[src/rtl/proc_ctrl_fsm.sv]
// proc_ctrl_fsm: multi-step register-bus sequencer for the simple processor datapath; MULTICYCLE_ALU_EN adds alu_ready to stretch T2
module proc_ctrl_fsm #(
  parameter int NUM_REGS = 8,
  parameter int SEL_W    = 3,
  parameter int FUNC_W   = 4
) (
  input  logic                clk,
  input  logic                reset,
  input  logic                start,
  input  logic [FUNC_W-1:0]   func,
  input  logic [SEL_W-1:0]    rx,
  input  logic [SEL_W-1:0]    ry,
`ifdef MULTICYCLE_ALU_EN
  input  logic                alu_ready,
`endif
  output logic                busy,
  output logic                done,
  output logic                illegal,
  output logic                data_out,
  output logic [NUM_REGS-1:0] r_in,
  output logic [NUM_REGS-1:0] r_out,
  output logic                add_sub,
  output logic                a_in,
  output logic                g_in,
  output logic                g_out,
  output logic [6:0]          math_enables
);
  typedef enum logic [2:0] {IDLE, LOAD, MOVE, T1, T2, T3, DONE} state_t;
  state_t state_q, state_d;
  logic [FUNC_W-1:0] func_q, func_d;
  logic [SEL_W-1:0] rx_q, rx_d, ry_q, ry_d;
  logic ill_q, ill_d;
  logic op_load, op_move, op_alu, rx_ok, ry_ok, legal, alu_st;
  logic [NUM_REGS-1:0] rx_hot, ry_hot;
  logic [6:0] op_hot;
  always_ff @(posedge clk) begin
    if (reset) begin
      state_q <= IDLE;
      func_q  <= '0;
      rx_q    <= '0;
      ry_q    <= '0;
      ill_q   <= 1'b0;
    end else begin
      state_q <= state_d;
      func_q  <= func_d;
      rx_q    <= rx_d;
      ry_q    <= ry_d;
      ill_q   <= ill_d;
    end
  end
  always_comb begin
    op_load = func == FUNC_W'(1);
    op_move = func == FUNC_W'(2);
    op_alu  = func >= FUNC_W'(3) && func <= FUNC_W'(9);
    rx_ok   = 32'(rx) < NUM_REGS;
    ry_ok   = 32'(ry) < NUM_REGS;
    legal   = (op_load && rx_ok) || ((op_move || op_alu) && rx_ok && ry_ok);
    func_d  = func_q;
    rx_d    = rx_q;
    ry_d    = ry_q;
    ill_d   = ill_q;
    state_d = state_q;
    if (state_q == IDLE && start) begin
      func_d  = func;
      rx_d    = rx;
      ry_d    = ry;
      ill_d   = !legal;
      state_d = !legal ? DONE : op_load ? LOAD : op_move ? MOVE : T1;
    end
    if (state_q == LOAD || state_q == MOVE || state_q == T3) state_d = DONE;
    if (state_q == T1) state_d = T2;
`ifdef MULTICYCLE_ALU_EN
    if (state_q == T2) state_d = alu_ready ? T3 : T2;
`else
    if (state_q == T2) state_d = T3;
`endif
    if (state_q == DONE) state_d = IDLE;
  end
  always_comb begin
    rx_hot = NUM_REGS'(1) << rx_q;
    ry_hot = NUM_REGS'(1) << ry_q;
    alu_st = state_q == T1 || state_q == T2 || state_q == T3;
    op_hot = func_q == FUNC_W'(3) ? 7'b0100000 :
             func_q == FUNC_W'(4) ? 7'b0010000 :
             func_q == FUNC_W'(5) ? 7'b1000000 :
             func_q == FUNC_W'(6) ? 7'b0000100 :
             func_q == FUNC_W'(7) ? 7'b0001000 :
             func_q == FUNC_W'(8) ? 7'b0000010 :
             func_q == FUNC_W'(9) ? 7'b0000001 : 7'b0000000;
    busy         = state_q != IDLE;
    done         = state_q == DONE;
    illegal      = state_q == DONE && ill_q;
    data_out     = state_q == LOAD;
    r_in         = (state_q == LOAD || state_q == MOVE || state_q == T3) ? rx_hot : '0;
    r_out        = (state_q == MOVE || state_q == T2) ? ry_hot : state_q == T1 ? rx_hot : '0;
    a_in         = state_q == T1;
    g_in         = state_q == T2;
    g_out        = state_q == T3;
    add_sub      = alu_st && func_q == FUNC_W'(4);
    math_enables = alu_st ? op_hot : 7'b0;
  end
endmodule

[config.mk]
export PLATFORM = sky130hd
export DESIGN_NAME = proc_ctrl_fsm
export DESIGN_NICKNAME = d
export VERILOG_FILES = /design/src/rtl/proc_ctrl_fsm.sv
export SDC_FILE = /design/constraint.sdc
export NUM_CORES = 1
export LEC_CHECK = 0
export CORE_MARGIN = 3
export CORE_UTILIZATION = 40
export CTS_CLUSTER_SIZE = 10
export DETAILED_ROUTE_END_ITERATION = 10
export PLACE_DENSITY = 0.81
export SETUP_SLACK_MARGIN = 0.2
export SYNTH_ARGS = -nofsm -noshare
export SYNTH_HDL_FRONTEND = slang
export SYNTH_SLANG_ARGS = --single-unit
[constraint.sdc]
create_clock -name clk -period 1.6 [get_ports clk]
set_input_delay 0.16 -clock clk [delete_from_list [all_inputs] [get_ports clk]]
set_output_delay 0.16 -clock clk [all_outputs]
set_load 0.005 [all_outputs]
==> qor.log <==
qor: floorplan.core_area 2080 µm²
qor: clock_tree.cts_tree built
qor: power_and_ir_drop.power_density 1350 nW/µm²
qor: timing.tightest_slew 0.438 ns
qor: clock_tree.cts-root-buf clkbuf_4
qor: place.pre_cts_ws -0.241 ns
qor: timing.crit_share_post_route 119%
qor: clock_tree.cts.sink_count 14
qor: critical_path.critPathRequiredTime 1.44 ns
qor: critical_path.setup_crit_end_kind primary output
qor: floorplan.placement_rows 16
qor: global_routing.grt_start_max_net_pins 15
qor: logic_synthesis.yosys_register_bits 14
qor: power_and_ir_drop.ir_worst_vdd 1.09 mV
qor: timing.setup_viol 23
qor: job.max_cap_violations 0
qor: worst_hold_path.min-delay-start rx[0]
qor: clock_tree.cts_max_level 1
qor: logic_synthesis.async_reset_ff_share 0%
qor: final_layout.area_delta_synth_final 110%
qor: clock_tree.cts.path.max_buffers 2
qor: floorplan.die_area 2930 µm²
qor: routing.detail_route.wirelength 5320 µm
qor: worst_hold_path.hold_path.class input pin to flip-flop
qor: routing.drtIter0Drc 84
qor: routing.viasPerCell 6.29
qor: critical_path.worst_r2r_startpoint state_q[0]$_SDFFE_PP0P_
qor: floorplan.initial_utilization 44.5%
qor: floorplan.die_h 54.1 µm
qor: timing.final.setup.tns -4.64 ns
qor: timing.worst_slack -0.300 ns
qor: global_routing.grt.total_usage 31.3%
qor: clock_tree.tritoncts.num_buffers 3
qor: timing.post-route-min-period 1.90 ns
qor: final_layout.mostFrequentLayoutCell buf_2
qor: routing.drt-wirelength-per-cell 22.7 µm
qor: logic_synthesis.synth_cell_type_count 37
qor: place.portBuffers 43
qor: floorplan.die_w 54.1 µm
qor: logic_synthesis.synthesis.instances 124
qor: critical_path.worstPathMaxFanout 5
qor: floorplan.floorplan.io_pins 44
qor: critical_path.startpoint_type flip-flop
qor: logic_synthesis.yosysSeqAreaShare 30.2%
qor: logic_synthesis.synthesis.area 927 µm²
qor: logic_synthesis.synth-edff-count 0
qor: clock_tree.clock_pin_slew_worst_setup_and_hold_paths 0.10 ns
qor: routing.drc 0
qor: outcome.violations setup timing
qor: clock_tree.clk-insertion-delay-late 0.30 ns
qor: routing.detailedRoute.firstPassIterationCount 5
qor: power_and_ir_drop.cellLeakagePower 0.833 nW
qor: routing.via_count 1,472
qor: logic_synthesis.avgSynthCellArea 7.48 µm²
qor: global_routing.overflow 0
qor: timing.maxSlewHeadroom 70.8%
qor: critical_path.critPathArrivalTime 1.74 ns
qor: final_layout.antennaDiodeCount 0
qor: timing.final_worst_clock_skew 0.0140 ns
qor: timing.maxClockFrequency 0.526 GHz
qor: global_routing.global_route_wire_length_before_repair 6490 µm
qor: final_layout.final_cell_mix buf_2 (27), buf_4 (25), buf_6 (21), nand2_1 (16), clkdlybuf4s50_1 (12)
qor: routing.postRouteAntennaNets 0
qor: logic_synthesis.ys_dominant_reg_cell dfxtp_1
qor: final_layout.final_layout_size_suffix_gt1_share 65.7%
qor: logic_synthesis.ys_warn_count 0
qor: place.hpwlAfterDp 2180 µm
qor: timing.report.final.slew_viol_count 0
qor: global_routing.initial_antenna_violation_count 0
qor: timing.hold_violation_count_in_the_final_report 0
qor: critical_path.setup.worst_path.class flip-flop to primary output
qor: timing.rsz0062_at_grt yes
qor: outcome.outcome complete, but fails checks
qor: critical_path.worstSetupStartpoint state_q[1]$_SDFFE_PP0P_
qor: final_layout.final_nets 222
qor: place.gp_congestion 0.789
qor: logic_synthesis.synthesized_netlist_net_count 137
qor: global_routing.via_count_of_the_first_global_routing_pass 1,349
[cell usage after synthesis (2+ instances only)]
master,count,area [µm²]
nand2b_1,5,31.3
dfxtp_1,14,280
inv_1,3,11.3
nand2_1,23,86.3
buf_6,2,22.5
nand3b_1,3,22.5
nor3_1,5,25.0
and2_1,2,12.5
a21oi_1,11,55.1
nor4_1,2,12.5
nor2_1,12,45.0
clkbuf_1,2,7.51
a211oi_1,2,15.0
nor3b_1,5,37.5
buf_4,2,15.0
o22ai_1,7,43.8
o32ai_1,3,26.3
and3_1,2,12.5
[logic make-up after synthesis]
group | synth area share [%]
AND/OR/NAND/NOR | 41.4
buffers and inverters | 6.61
AO/OA/AOI/OAI | 19.0
XOR/XNOR | 2.70
flip-flops | 30.2
[flip-flops by register name (all words and copies together), names as in the netlist]
register  flops
func_q        4
rx_q          3
ry_q          3
state_q       3
ill_q         1
[where the power goes]
part	internal (mW)	switching [mW]	total, mW
clock network	0.0879	0.133	0.221
logic	0.970	0.866	1.84
registers	0.435	0.130	0.565
total	1.49	1.13	2.62
[stage by stage]
stage	utilization, %	cells	total power, mW	hold WS, ns	instance area [µm²]
6_report	93.5	234	2.62	0.421	1950
4_1_cts	82.8	226	2.08	0.403	1720
2_1_floorplan	-	124	1.02	0.233	927
3_5_place_dp	71.3	206	1.45	0.464	1480
3_3_place_gp	71.3	206	1.42	0.459	1480
5_1_grt	93.5	234	2.73	0.427	1950
[worst max-delay path, cell delays in order (launching register included)]
cell and delay (ns):
dfxtp_4 0.41, buf_6 0.12, xor2_4 0.20, or3b_4 0.42, o32ai_2 0.11, buf_2 0.17
[routing by layer]
layer / global-route usage [%] / routed length (µm) / part of all wire [%]
met1: 32.5 / 1930 / 36
met2: 54.6 / 2580 / 48
met4: 20.3 / 268 / 5.0
met5: 0 / 0 / 0
met3: 8.31 / 543 / 10
[final cells by class]
cell class / instances / area (µm²)
Inverter: 3 / 13.8
Sequential cell: 14 / 289
Tap cell: 27 / 33.8
Clock buffer: 3 / 22.5
Timing Repair Buffer: 86 / 694
Multi-Input combinational cell: 101 / 893
Fill cell: 68 / 135
[timing repair]
item | CTS | global route
setup endpoints to repair | 42 | 43
cloned | 2 | 0
hold buffers | 0 | 0
buffers inserted | 15 | 8
gates resized for setup | 180 | 39
pin swaps | 27 | 21
[worst paths after layout]
path	end	slack [ns]	cells past startpoint
setup / recovery	r_out[0]	-0.30	5
hold / removal	rx_q[0]$_SDFFE_PP0P_	0.42	3
setup reg to reg	ry_q[2]$_SDFFE_PP0P_	0.05	5
hold reg to reg	func_q[2]$_SDFFE_PP0P_	0.53	2
Power figures use the tool's default switching activity.
